### src/rtl/ncc_ctrl.sv
// Sequencer for the NCC PE grid: loads descriptors row/column-group wise, streams the
// window, drains the accumulator chain and flags each result with its window offset.
module ncc_ctrl #(
  parameter int ROWS       = 16,
  parameter int COL_GROUPS = 4,
  parameter int WIN_PIXELS = 640,
  parameter int PE_LAT     = 16
) (
  input  logic                  clk,
  input  logic                  rst,
  input  logic                  start,
  input  logic                  desc_valid,
  output logic                  desc_ready,
  input  logic                  win_valid,
  output logic                  win_ready,
  output logic                  load_desc,
  output logic [ROWS-1:0]       load_row,
  output logic [COL_GROUPS-1:0] load_col_group,
  output logic                  load_win,
  output logic                  load_acc,
  output logic                  res_valid,
  output logic [((WIN_PIXELS > 1) ? $clog2(WIN_PIXELS) : 1)-1:0] res_index,
  output logic                  busy,
  output logic                  done
);

  localparam int IW = (WIN_PIXELS > 1) ? $clog2(WIN_PIXELS) : 1;
  localparam int AW = $clog2(WIN_PIXELS + PE_LAT + 1);
  localparam int RW = (ROWS > 1) ? $clog2(ROWS) : 1;
  localparam int CW = (COL_GROUPS > 1) ? $clog2(COL_GROUPS) : 1;

  typedef enum logic [2:0] {S_IDLE, S_DESC, S_WIN, S_DRAIN, S_DONE} state_t;

  state_t        state;
  logic [RW-1:0] row;
  logic [CW-1:0] col;
  logic [AW-1:0] adv_cnt;
  logic [AW-1:0] adv_next;
  logic          desc_xfer;
  logic          advance;
  logic          last_col;
  logic          last_desc;
  logic          last_pix;
  logic          last_drain;

  assign desc_ready = (state == S_DESC);
  assign win_ready  = (state == S_WIN);
  assign busy       = (state != S_IDLE);
  assign done       = (state == S_DONE);

  assign desc_xfer = desc_ready && desc_valid;
  assign advance   = (win_ready && win_valid) || (state == S_DRAIN);
  assign adv_next  = adv_cnt + AW'(1);

  assign last_col   = (col == CW'(COL_GROUPS - 1));
  assign last_desc  = last_col && (row == RW'(ROWS - 1));
  assign last_pix   = (adv_cnt == AW'(WIN_PIXELS - 1));
  // Drain ends on advance number WIN_PIXELS+PE_LAT-1, i.e. counter value one below.
  assign last_drain = (adv_cnt == AW'(WIN_PIXELS + PE_LAT - 2));

  assign load_desc      = desc_xfer;
  assign load_row       = desc_xfer ? (ROWS'(1) << row) : '0;
  assign load_col_group = desc_xfer ? (COL_GROUPS'(1) << col) : '0;
  assign load_win       = advance;
  assign load_acc       = advance;

  always_ff @(posedge clk or posedge rst) begin
    if (rst) begin
      state     <= S_IDLE;
      row       <= '0;
      col       <= '0;
      adv_cnt   <= '0;
      res_valid <= 1'b0;
      res_index <= '0;
    end else begin
      // A result leaves the chain one cycle after the advance that completed it.
      res_valid <= advance && (adv_next >= AW'(PE_LAT));
      if (advance) begin
        adv_cnt <= adv_next;
        if (adv_next >= AW'(PE_LAT))
          res_index <= IW'(adv_next - AW'(PE_LAT));
      end

      case (state)
        S_IDLE: begin
          if (start) begin
            state     <= S_DESC;
            row       <= '0;
            col       <= '0;
            adv_cnt   <= '0;
            res_index <= '0;
          end
        end
        S_DESC: begin
          if (desc_xfer) begin
            if (last_col) begin
              col <= '0;
              row <= last_desc ? '0 : row + RW'(1);
            end else begin
              col <= col + CW'(1);
            end
            if (last_desc)
              state <= S_WIN;
          end
        end
        S_WIN: begin
          if (advance && last_pix)
            state <= (PE_LAT > 1) ? S_DRAIN : S_DONE;
        end
        S_DRAIN: begin
          if (last_drain)
            state <= S_DONE;
        end
        S_DONE:  state <= S_IDLE;
        default: state <= S_IDLE;
      endcase
    end
  end

endmodule

### config.mk
export PLATFORM = sky130hd
export DESIGN_NAME = ncc_ctrl
export DESIGN_NICKNAME = d
export VERILOG_FILES = /design/src/rtl/ncc_ctrl.sv
export SDC_FILE = /design/constraint.sdc
export NUM_CORES = 1
export LEC_CHECK = 0
export ABC_AREA = 1
export CAP_MARGIN = 40
export CORE_UTILIZATION = 56
export DETAILED_ROUTE_END_ITERATION = 8
export GPL_TIMING_DRIVEN = 0
export PLACE_DENSITY = 0.9
export SLEW_MARGIN = 25
export SYNTH_ARGS = -nofsm -noshare
export SYNTH_HDL_FRONTEND = slang
export SYNTH_SLANG_ARGS = --single-unit
### constraint.sdc
create_clock -name clk -period 3.7 [get_ports clk]
set_input_delay 0.555 -clock clk [delete_from_list [all_inputs] [get_ports clk]]
set_output_delay 0.555 -clock clk [all_outputs]
set_load 0.01 [all_outputs]
Yosys cells after proc, flatten, opt, wreduce, memory -nomap -nowiden
Cells that the tools add are included.
{"block": "word_totals", "word_cells": 63, "input_bits": 5, "output_inout_bits": 38, "register_bits": 30}
{"block": "op_classes", "magnitude_cmp": 1, "n_addsub": 4, "shifts": 2, "n_reduce_logical": 12, "n_mux": 24, "eq_ne": 14}
{"operator": "$mux W10", "n": 7}
{"operator": "$eq A10 B10 Y1 const B", "n": 2}
{"operator": "$mux W4", "n": 5}
{"operator": "$mux W16", "n": 1}
{"operator": "$shl A1 B4 Y16 const A", "n": 1}
{"operator": "$mux W3", "n": 5}
{"operator": "$pmux W3 S4", "n": 1}
{"operator": "$add A10 B1 Y10 const B", "n": 1}
{"operator": "$ge A10 B5 Y1 const B", "n": 1}
{"operator": "$sub A10 B5 Y10 const B", "n": 1}
{"operator": "$ne A2 B1 Y1 const B", "n": 4}
{"operator": "$pmux W4 S2", "n": 1}
{"operator": "$eq A3 B2 Y1 const B", "n": 2}
{"operator": "$mux W2", "n": 3}
{"operator": "$logic_and A1 B1 Y1", "n": 5}
{"operator": "$reduce_and A5 Y1", "n": 1}
{"operator": "$add A4 B1 Y4 const B", "n": 1}
{"operator": "$eq A4 B4 Y1 const B", "n": 1}
{"operator": "$ne A2 B2 Y1 const B", "n": 2}
{"operator": "$pmux W2 S2", "n": 1}
{"operator": "$reduce_and A4 Y1", "n": 1}
{"operator": "$shl A1 B2 Y4 const A", "n": 1}
{"operator": "$eq A3 B1 Y1 const B", "n": 1}
{"operator": "$eq A3 B3 Y1 const B", "n": 1}
{"operator": "other kinds (7)", "n": 7}

Logic depth before layout (Yosys ltp)
Gate-level depths: netlist (run 1).
{"block": "depth", "depth_word": 6, "ltp_mapped": 15, "depth_no_buf": 14}

Least setup slack after synthesis (run 1)
OpenSTA, ideal clock, no wires.
{"block": "synth_path", "kind": "register to output", "startpoint": "register state[2]", "endpoint": "output load_row[1]", "stages_incl_launch_ff": 8, "arrival_time_ns": 1.495, "path_buffers": 0, "required_ns": 3.145, "setup_slack_ns": 1.650, "cell_sequence": "dfrtp_1 > inv_1 > nand3_1 > inv_1 > nand2_1 > inv_1 > nand2_1 > nor3_1"}
{"block": "synth_via", "elab_chain_cells": 3}
{"item": "start: declaration", "line": "34", "source": "state_t state;"}
{"item": "start signal: assignment", "line": "108", "source": "state <= (PE_LAT > 1) ? S_DRAIN : S_DONE;"}
{"item": "$eq A3 B1 Y1", "line": "46", "source": "assign desc_ready = (state == S_DESC);"}
{"item": "net desc_ready", "line": "13", "source": "output logic desc_ready,"}
{"item": "$logic_and A1 B1 Y1", "line": "51", "source": "assign desc_xfer = desc_ready && desc_valid;"}
{"item": "net load_desc", "line": "16", "source": "output logic load_desc,"}
{"item": "$mux W16", "line": "62", "source": "assign load_row = desc_xfer ? (ROWS'(1) << row) : '0;"}
{"item": "end: declaration", "line": "17", "source": "output logic [ROWS-1:0] load_row,"}
The timed path passes the listed nets, and every way through them passes these cells.

Worst setup path in the final report (run 1)
{"block": "layout_path", "startpoint": "register state[1]", "endpoint": "output load_row[1]"}
{"block": "layout_via", "elab_chain_cells": 3}
{"item": "$eq A3 B1 Y1", "line": "46"}
{"item": "$logic_and A1 B1 Y1", "line": "51"}
{"item": "$mux W16", "line": "62"}
No other way between the ends.

==> results.md, run 1 <==
- Setup bufs post-CTS: 0
- Asr flop ratio synth: 100.0%
- Met3 Routed Length: 206 um
- Global-route wire length before repair: 8355 um
- CTS tree: built
- Global placement routability congestion: 0.9661
- Period utilization: 80.76%
- Mapped cell area: 2131 um^2
- Tmin final: 2.988 ns
- Worst Setup Start Kind: flip-flop
- CTS resizes: 0
- Post-Route M1 WL: 2045 um
- Top cells by area, synth: dfrtp_1 35%, nand2_1 11%, nor2_1 9.7%
- Syn Nets: 322
- DR WL met2: 2521 um
- Final Hold Violating Endpoints: 0
- Drt initial violations: 118
- Commonest cells in the netlist: 65 x nand2_1, 55 x nor2_1, 42 x inv_1
- Area grow syn2layout: 26.42%
- Reg clk slew, reported paths: 0.06 ns
- Clock Latency Late Sink: 0.28 ns
- Unique masters post-synth: 31
- Die X: 63.69 um
- Post-cts hold buffer count: 0
- Non-Filler Instances: 399
- Min-delay worst type: reg -> reg
- Initial Utilization: 58.20%
- CP bufs+invs: 4
- Top Ports: 43
- Core footprint: 3661 um^2
- Vias after detailed routing: 2094
- Peak supply drop: 587.7 uV
- CP max FO: 8
- WS Path Type: reg -> out
- Yosys warning count: 0
- Status: finished clean
- Clk root buf: clkbuf_8
- TNS Setup: 0 ns
- Max stage delay on crit path: 0.57 ns
- Initial antenna violation count: 0
- # port buffers: 42
- Cells after Synth: 303
- Final slew viol count: 0
- Clock skew: 0.004899 ns
- Layout cells sized above 1: 9.972%
- Vias in the first global route: 1947
- Area share of the largest cell type after synthesis: 35.23%
- Core Util, Final: 73.58%
- Count leader, synth: nand2_1
- DRC: 0
- Most used cell, CP: inv_1
- Pre-CTS setup slack: 0.7906 ns
- Nets: 371
- Worst endpoint required time: 3.14 ns
- Ys flop type: dfrtp_1
- Fin worst setup slack: 0.7121 ns
- Crit-path slowest cell: clkdlybuf4s50_1
- Final wirelength: 4825 um
- Critical path's top delay family: buffers and inverters
- Number of buffers created by CTS: 5
- Critical path cell sequence: inv_1, nand3_1, inv_1, nand2_1, inv_1, nand2_1, nor3_1, clkdlybuf4s50_1
- 1st-pass router iterations: 4
- Yosys reg bits: 30
- Number of diodes: 0
- Die Y: 63.69 um
- Fmax achieved: 0.3347 GHz
- Syn_area_per_cell: 7.032 um^2
- Post-synth EDFFs: 0
- Routed vias/inst: 5.248
- # fillers: 291
- Pleak: 1.294 nW
- Post-synth top area cell: dfrtp_1
- Die ar.: 4056 um^2
- Critical path arrival: 2.43 ns
- Highest routed layer: met4
- Std-Cell Rows: 22
- CTS H-tree lvls: 2
- GRT overflow: 0
- Antenna Violating Nets Remaining: 0
- Gr usage total: 26.40%
- Kind of end point of the critical path: output port
- Setup Viol. Count Final: 0
- Register area share after synthesis: 35.23%
- Max-cap viol count: 0
- DR WL/cell: 12.09 um
- Placed Instances: 393
- Slew headroom: 58.69%
- Largest net degree at the start of global routing: 31
- Clock Tree Buf Depth: 2
- Clk sink count: 30
- Worst-margin pin slew: 0.6188 ns
- Dpl hpwl: 3629 um
- PD cells: 876.8 nW/um^2
- Hold_ws: 0.5161 ns
- RSZ-0062 raised after global routing: false
==> per-layer routing <==
| layer | GRT usage (%) | vias to the layer above |
|---|---|---|
| met3 | 4.348 | 8 |
| met4 | 9.091 | 0 |
| met1 | 31.14 | 978 |
| met2 | 47.74 | 59 |
| li1 | - | 1049 |
| met5 | 0 | - |
==> layout make-up <==
| type | instances | area [um^2] | share of cell area, % |
|---|---|---|---|
| clock buffers | 6 | 82.58 | 3.065 |
| multi-input cells | 222 | 1174 | 43.57 |
| repair buffers | 42 | 420.4 | 15.61 |
| plain buffers | 6 | 32.53 | 1.208 |
| flip-flops and latches | 30 | 750.7 | 27.87 |
| inverters | 45 | 173.9 | 6.456 |
| well taps | 48 | 60.06 | 2.229 |
==> power breakdown <==
part | leakage, nW | switching, W | total, W | internal, W
sequential | 0.366 | 0.000149 | 0.000641 | 0.000493
combinational | 0.885 | 0.000882 | 0.00146 | 0.000581
clock | 0.0431 | 0.000115 | 0.000258 | 0.000143
total | 1.29 | 0.00115 | 0.00236 | 0.00122
==> cell families after synthesis <==
logic type	count (synthesis)	share of synthesized area, %
and+or+nand+nor	179	39.11
buffers and inverters	51	9.689
DFF	30	35.23
AOI/OAI and AO/OA	28	7.340
adders and majority gates	14	8.221
xor gates and xnor gates	1	0.4111
==> state kept, by name, indices dropped and copies added (netlist names) <==
register and flops:
adv_cnt 10, col 2, row 4, state 3
res_valid 1, res_index 10
==> worst min-delay path, cell delays in order (launching register included) <==
cell     delay, ns
dfrtp_1       0.36
nor2_2        0.05
nor2_1        0.07
==> metrics by stage <==
step,area [um^2],power (W)
after detailed placement,2611,0.002090
after CTS,2694,0.002367
after global placement,2611,0.002045
after global routing,2694,0.002584
final,2694,0.002362
after floorplan,2131,0.001619
==> cell usage in the layout, fill, tap and decap left out, types with 4 or more instances in the layout <==
cell type	instances
nor3_1	8
a21oi_1	7
nand3_1	22
ha_1	14
nand2_1	65
nor2_2	7
o21ai_0	12
nand4_1	5
clkdlybuf4s50_1	42
dfrtp_1	30
nor2_1	55
inv_1	41
clkbuf_8	6
nand2_2	4
==> worst paths after layout <==
check,start,endpoint,slack (ns),cells after the start
worst max-delay path,state[1],load_row[1],0.71,8
worst min-delay path,res_index[8],res_index[8],0.52,2
worst max register to register,adv_cnt[0],res_index[5],1.55,14
worst min register to register,res_index[8],res_index[8],0.52,2
max in group asynchronous,rst,state[0],2.62,2
min in group asynchronous,rst,adv_cnt[5],0.67,2
Power figures use the tool's default switching activity.
==> run 2: changes to the inputs <==
--- a/config.mk
+++ b/config.mk
@@ -7,10 +7,10 @@
 export LEC_CHECK = 0
 export ABC_AREA = 1
 export CAP_MARGIN = 40
-export CORE_UTILIZATION = 56
+export CORE_UTILIZATION = 47
 export DETAILED_ROUTE_END_ITERATION = 8
 export GPL_TIMING_DRIVEN = 0
-export PLACE_DENSITY = 0.9
+export PLACE_DENSITY = 0.81
 export SLEW_MARGIN = 25
 export SYNTH_ARGS = -nofsm -noshare
 export SYNTH_HDL_FRONTEND = slang
==> constraint.sdc (replaced) <==
create_clock -name clk -period 2.5 [get_ports clk]
set_input_delay 0.375 -clock clk [delete_from_list [all_inputs] [get_ports clk]]
set_output_delay 0.375 -clock clk [all_outputs]
set_load 0.01 [all_outputs]
==> run 2 against run 1 <==
Die area rose by 19%. Clock skew grew 0.0023 ns. Worst setup slack got worse by 0.62 ns. Total power grew 48%. Final cell count is 1.5% higher. Non-clock buffer count is the same. Worst hold slack worse by 0.030 ns. Sequential power rose by 46%. Combinational power increased by 48%.
==> results.md, run 2 (synthesis gave the netlist of run 1 again) <==
- Status: finished clean
- Clock Latency Late Sink: 0.28 ns (about the same)
- Largest net degree at the start of global routing: 31 (unchanged)
- Commonest non-fill, non-tap cells in the layout: 62 x nand2_1, 55 x nor2_1, 39 x inv_1
- Number of buffers created by CTS: 5 (unchanged)
- Crit-path slowest cell: clkdlybuf4s50_1
- Clock skew: 0.007188 ns (+0.002289 ns)
- Vias after detailed routing: 2044 (-2.4%)
- Initial antenna violation count: 0 (unchanged)
- PD cells: 1275 nW/um^2 (+45%)
- Layout cells sized above 1: 11.61% (+1.6 points)
- Setup Viol. Count Final: 0 (unchanged)
- Global placement routability congestion: 0.9274 (-4.0%)
- Core Util, Final: 62.99% (-11 points)
- Initial Utilization: 48.94% (-9.3 points)
- Max stage delay on crit path: 0.52 ns (-0.05 ns)
- Critical path's top delay family: buffers and inverters
- Area grow syn2layout: 28.71%
- Dpl hpwl: 3754 um (+3.4%)
- Peak supply drop: 696.4 uV (+18%)
- Reg clk slew, reported paths: 0.07 ns (about the same)
- Final slew viol count: 0 (unchanged)
- Worst endpoint required time: 2.12 ns (-1.02 ns)
- Kind of end point of the critical path: output port
- Vias in the first global route: 1961 (+0.72%)
- Critical path arrival: 2.03 ns (-0.40 ns)
- 1st-pass router iterations: 4 (unchanged)
- R2R depth: 14 (unchanged)
- GRT overflow: 0 (unchanged)
- CTS tree: built
- Clk sink count: 30 (unchanged)
- Die Y: 69.33 um (+8.9%)
- Gr usage total: 21.58% (-4.8 points)
- Drt initial violations: 77 (-35%)
- Max-cap viol count: 0 (unchanged)
- Min-delay worst type: in -> async
- Core footprint: 4354 um^2 (+19%)
- TNS Setup: 0 ns (unchanged)
- Std-Cell Rows: 24 (+9.1%)
- DRC: 0 (unchanged)
- WP depth: 5 (-3)
- Worst Setup Start Kind: input port
- Number of diodes: 0 (unchanged)
- # port buffers: 42 (unchanged)
- CP max FO: 19 (+11)
- DR WL/cell: 11.82 um (-2.3%)
- Antenna Violating Nets Remaining: 0 (unchanged)
- Critical path cell sequence: clkdlybuf4s50_1, o211ai_1, inv_2, buf_4, clkdlybuf4s50_1
- Commonest non-fill, non-tap cell in the layout: nand2_1
- Global-route wire length before repair: 8487 um (+1.6%)
- Routed vias/inst: 5.047 (-3.8%)
- Tmin final: 2.403 ns
- CP bufs+invs: 4 (unchanged)
- Die X: 69.33 um (+8.9%)
- Final wirelength: 4786 um (-0.81%)
- Period utilization: 96.14%
- Post-cts hold buffer count: 0 (unchanged)
- Slew headroom: 58.24% (-0.44 points)
- WS Path Type: in -> out
- Top Ports: 43 (unchanged)
- Final Hold Violating Endpoints: 0 (unchanged)
- Die ar.: 4807 um^2 (+19%)
- Clk root buf: clkbuf_8
- Most used cell, CP: clkdlybuf4s50_1
- Top flop regs: adv_cnt (10), res_index (10), row (4)
- CTS H-tree lvls: 2 (unchanged)
- Fmax achieved: 0.4161 GHz
- Clock Tree Buf Depth: 2 (unchanged)
- Worst-margin pin slew: 0.6254 ns (+0.006618 ns)
- Nets: 371 (unchanged)
- Pleak: 1.485 nW (+15%)
==> run 2: area by class of cell <==
class	instances	area (um^2)
Multi-Input combinational cell	222	1181
Sequential cell	30	750.7
Clock buffer	7	86.33
Inverter	45	173.9
Fill cell	412	1612
Clock inverter	1	5.005
Tap cell	52	65.06
Timing Repair Buffer	43	452.9
Buffer	5	27.53
==> run 2: report_power, final <==
| part | internal, W | switching [W] | leakage (nW) |
|---|---|---|---|
| combinational | 0.000867 | 0.00129 | 1.07 |
| sequential | 0.000729 | 0.000209 | 0.366 |
| clock | 0.000222 | 0.000182 | 0.0482 |
==> run 2: repair_timing <==
action                     4_1_cts  5_1_grt
setup endpoints to repair       18       12
pin swaps                        0        0
cloned                           0        0
gates resized for setup          3       12
buffers inserted                 1        0
==> run 2: final timing paths <==
kind,slack (ns),from,end
max in group asynchronous,1.60,rst,adv_cnt[4]
max reg2reg,0.37,adv_cnt[0],res_index[5]
min,0.49,rst,res_index[7]
min in group clk,0.52,res_index[6],res_index[6]
min reg2reg,0.52,res_index[6],res_index[6]
max,0.1,win_valid,load_win
==> run 2: stage by stage <==
step                      cells  hold slack (ns)  total power [W]  setup slack (ns)  instance area (um^2)
after floorplan             303           0.4658         0.002397            0.6297                  2131
after global placement      397           0.4989         0.003026          -0.05805                  2616
after detailed placement    397           0.5062         0.003096          -0.07471                  2616
after CTS                   405           0.5077         0.003526          -0.01529                  2715
after global routing        405           0.5514         0.003859         -0.001574                  2743
final                       405           0.4859         0.003498           0.09656                  2743
==> run 2: per-layer routing <==
layer | wire [um] | vias up | track usage, %
met5 | 0 | - | 0
met4 | 97 | 0 | 8.390
met3 | 261 | 9 | 4.797
met2 | 2413 | 66 | 38.83
met1 | 2013 | 919 | 24.67
li1 | - | 1050 | -
==> RTL change 1 (flow settings as in run 2) <==
The 5 states of `state_t` get a one-hot encoding in 5 bits.
--- a/src/rtl/ncc_ctrl.sv
+++ b/src/rtl/ncc_ctrl.sv
@@ -30,5 +30,5 @@
   localparam int CW = (COL_GROUPS > 1) ? $clog2(COL_GROUPS) : 1;
 
-  typedef enum logic [2:0] {S_IDLE, S_DESC, S_WIN, S_DRAIN, S_DONE} state_t;
+  typedef enum logic [4:0] {S_IDLE = 5'b00001, S_DESC = 5'b00010, S_WIN = 5'b00100, S_DRAIN = 5'b01000, S_DONE = 5'b10000} state_t;
 
   state_t        state;
Behaviour: same outputs for any inputs over 10 cycles, from zero or initial values and one cycle with rst high; not proved beyond that.
==> RTL change 1 against run 2 <==
The run now ends with DRC left; synthesized area rose by 6.0%; design area rose by 5.7%; total power fell by 20%; via count rose by 3.0%; final cell count rose by 0.49%; sequential cell count rose by 2; first-iteration DRC count rose by 7.8%; combinational power fell by 29%; critical path depth rose by 1; register-to-register slack got worse by 0.15 ns; routed wire length rose by 7.8%; setup slack improved by 0.015 ns; critical path type is now register to output port.
==> RTL change 1: results (changes against run 2) <==
run_status:
  status: "finished with violations"
  violations: "DRC"
synthesis:
  synth.area.top_cells: "dfrtp_1 (34%), nand2_1 (9.5%), ha_1 (7.8%)"
  synthesis.nets: 323  # +0.31%
  synthesis.instances: 304  # +0.33%
  synth_xor_xnor_area_share: 0.01551  # +0.01140
  ys_seq_area_frac: 0.3551  # +0.002805
place:
  place_inst: 398  # +0.25%
  routabilityCongestion: 0.9457  # +2.0%
  dpl_cell_area_mm2: 0.002744  # +4.9%
  place_hpwl_mm: 3.788  # +0.92%
worst_setup_path:
  r2r-end: "res_index[4]$_DFF_PP0_"
  cp_max_fo: 5  # -14
  arrival_ns: 2.01  # -0.02 ns
  ff2ff_path_depth: 16  # +2
  reg2reg_setup_slack_ns: 0.22  # -0.15 ns
drt:
  wl_per_cell_um: 12.68  # +7.3%
  dr.pass1.iters: 6  # +2
  drtIter0Drc: 83  # +7.8%
  num_vias: 2106  # +3.0%
  drcViolationCount: 8  # +8
sta:
  tightest_slew_ns: 0.6651  # +0.03967 ns
  fin_hold_ws_ns: 0.5027  # +0.01681 ns
layout:
  nets: 373  # +0.54%
  drive_above_1_share: 0.1690  # +0.05287
  top_regs: "adv_cnt (10), res_index (10), state (5)"
global_route:
  grt_pass1_vias: 1931  # -1.5%
  grt_max_degree: 33  # +6.5%
power_and_ir_drop:
  swShare: 0.4657  # -0.01477
  powerComb_mw: 1.54  # -29%
  leakagePower_nw: 1.442  # -2.9%
  ir_drop_mv: 0.8004  # +15%
clock_tree:
  cts_resized: 7  # +4
## RTL change 1: cell types whose count changed after synthesis, moves of 3 or more
cell,before,now
nand2_4,0,4
xor2_1,1,4
o21ai_1,3,10
nor2_1,55,42
nand3_1,22,17
nand4_1,5,8
inv_1,42,46
inv_2,2,5
nand2_2,4,11
nand2_1,65,57
## RTL change 1: cell families (layout without fill, tap and decap cells)
logic type / Yosys count / after routing
adders and majority gates: 14 / 14
and+or+nand+nor: 161 / 161
buffers and inverters: 56 / 107
xor gates and xnor gates: 4 / 4
AOI/OAI and AO/OA: 37 / 37
DFF: 32 / 32
## RTL change 1: layer usage
layer | wire (um) | GRT usage | up-vias
met5 | 0 | 0 | -
li1 | - | - | 1062
met3 | 306 | 0.04219 | 12
met1 | 2194 | 0.2606 | 958
met4 | 123 | 0.08000 | 0
met2 | 2536 | 0.3831 | 74
## RTL change 1: worst max-delay path by stage
stage,start,endpoint,slack (ns),cells past startpoint
floorplan,adv_cnt[0]$_DFF_PP0_,res_index[4]$_DFF_PP0_,0.52,16
global placement,desc_valid,load_row[9],0.02,6
detailed placement,desc_valid,load_row[14],-0.02,6
CTS,state[2]$_DFFE_PP0P_,load_row[6],0.001,8
global route,state[2]$_DFFE_PP0P_,load_row[10],-0.02,8
finish,state[1]$_DFFE_PP0P_,load_win,0.11,6
## RTL change 1: layout make-up
| class | instances | area, um^2 |
|---|---|---|
| Tap cell | 52 | 65.06 |
| Inverter | 51 | 191.4 |
| Clock buffer | 8 | 100.1 |
| Sequential cell | 32 | 803.3 |
| Fill cell | 383 | 1574 |
| Timing Repair Buffer | 43 | 442.9 |
| Buffer | 5 | 36.28 |
| Multi-Input combinational cell | 216 | 1261 |
==> RTL change 2 (flow settings as in run 2) <==
Made on the original files. The parameter `COL_GROUPS` goes from 4 to 8.
--- a/src/rtl/ncc_ctrl.sv
+++ b/src/rtl/ncc_ctrl.sv
@@ -3,5 +3,5 @@
 module ncc_ctrl #(
   parameter int ROWS       = 16,
-  parameter int COL_GROUPS = 4,
+  parameter int COL_GROUPS = 8,
   parameter int WIN_PIXELS = 640,
   parameter int PE_LAT     = 16
Ports: changed (resized load_col_group); port bits go from 43 to 47. The function was not compared with the original's and may differ.
==> RTL change 2 against run 2 <==
Setup slack better by 0.012 ns; total power rose by 0.29%; count of clock-buffer cells in the layout down 1; maximum frequency rose by 0.48%; design area up 5.2%; critical path type is now register to output port; sequential cell count rose by 1; non-clock buffer count is 5 higher; routed wire length increased by 6.4%; synthesized area is 4.4% higher; first-iteration DRC count rose by 79%; the run now ends with DRC left.
==> RTL change 2: results (changes against run 2) <==
worst_setup_path:
  ff2ff_path_depth: 11  # -3
  cp_max_fo: 16  # -3
  cp-startpoint: "state[0]$_DFFE_PP0P_"
  cp-start-kind: "register"
  reg2reg_setup_slack_ns: 0.34  # -0.03 ns
  r2r-end: "res_index[4]$_DFF_PP0_"
drt:
  routed_wl_mm: 5.093  # +6.4%
  dr.pass1.iters: 6  # +2
  drtIter0Drc: 138  # +79%
  num_vias: 2091  # +2.3%
  drcViolationCount: 10  # +10
global_route:
  grt_pass1_wl_mm: 8.604  # +1.4%
  grt_max_degree: 32  # +3.2%
  grt_pass1_vias: 1942  # -0.97%
  grt_antenna_before_repair: 0  # unchanged
  track_usage: 0.2123  # -0.003509
sta:
  fin_hold_ws_ns: 0.4974  # +0.01145 ns
  relSlewSlack: 0.5626  # -0.01988
  skew_ns: 0.01080  # +0.003614 ns
  fin_crit_ns: 2.392  # -0.01156 ns
clock_tree:
  cts_inserted_buffers: 5  # unchanged
  worstSkewPairLatency_ns: 0.29
place:
  place_hpwl_mm: 3.784  # +0.80%
  dp_slack_ns: -0.02117  # +0.05353 ns
  routabilityCongestion: 0.8394  # -9.5%
  portBuffers: 46  # +9.5%
  dpl_cell_area_mm2: 0.002750  # +5.1%
  place_inst: 401  # +1.0%
synthesis:
  ys_seq_area_frac: 0.3487  # -0.003613
  ys_types: 33  # +6.5%
  synth_compound_area_frac: 0.1040  # +0.03065
  synthArstFlopShare: 1.000  # unchanged
  synthTopCellsByCount: "nand2_1 (51), inv_1 (43), nor2_1 (41), dfrtp_1 (31), o21ai_0 (19)"
  synthAdderAreaFrac: 0.08999  # +0.007781
  synth.area.top_cells: "dfrtp_1 (35%), ha_1 (9.0%), nand2_1 (8.6%)"
  synth_xor_xnor_area_share: 0.01181  # +0.007701
  syn_avg_cell_area_um2: 7.342  # +4.4%
  synthesis.nets: 324  # +0.62%
power_and_ir_drop:
  ir_drop_mv: 0.8689  # +25%
  leakagePower_nw: 1.435  # -3.3%
  switchingPower_mw: 1.625  # -3.3%
layout:
  fillers: 390  # -5.3%
  finalNonFillerCells: 408  # +0.74%
  nets: 376  # +1.3%
  syn2layout_area_growth_pct: 29.75
  n_antenna_cell: 0  # unchanged
  drive_above_1_share: 0.1348  # +0.01868
run_status:
  status: "finished with violations"
  violations: "DRC"
## RTL change 2: changes by cell type after synthesis, moves of 3 or more
cell	delta
a21oi_1	+5
inv_2	+3
nand2_1	-14
nand3_1	-4
nand3_2	+3
nor2_1	-14
nor2_2	-3
nor2_4	-3
nor3_1	+10
o21ai_0	+7
## RTL change 2: worst reg2reg max path, cell delays in order, from the launching register on
cell	delay, ns
dfrtp_1	0.43
ha_1	0.29
nand3_1	0.14
nand2_1	0.06
nand2_1	0.14
ha_1	0.22
nand3_2	0.13
nor2_8	0.13
nand3_4	0.12
buf_6	0.17
a21oi_1	0.14
nor2_1	0.07
## RTL change 2: final cells by class
cell class | instances | share of cell area
Buffer | 7 | 0.01907
Clock buffer | 6 | 0.02861
Clock inverter | 2 | 0.01214
Inverter | 49 | 0.06372
Multi-Input combinational cell | 215 | 0.4270
Sequential cell | 31 | 0.2687
Tap cell | 52 | 0.02254
Timing Repair Buffer | 46 | 0.1582
## RTL change 2: layer usage
metal | GRT usage | part of all wire | vias to the layer above
met1 | 0.2661 | 0.45 | 961
met4 | 0.04444 | 0.012 | 0
met2 | 0.3803 | 0.49 | 51
met3 | 0.04131 | 0.046 | 8
li1 | - | - | 1071
met5 | 0 | 0 | -
## RTL change 2: power groups by stage
stage | Clock, mW | Combinational, mW | Sequential, mW
2_1_floorplan | 0 | 1.39 | 0.919
3_3_place_gp | 0 | 2.00 | 0.902
3_5_place_dp | 0 | 2.04 | 0.912
4_1_cts | 0.523 | 2.06 | 0.906
5_1_grt | 0.541 | 2.34 | 0.936
6_report | 0.516 | 2.08 | 0.909
## RTL change 2: repair_timing
item / 4_1_cts / 5_1_grt
buffers inserted: 0 / 0
resized for setup: 12 / 6
cloned: 0 / 0
setup endpoints to repair: 17 / 11
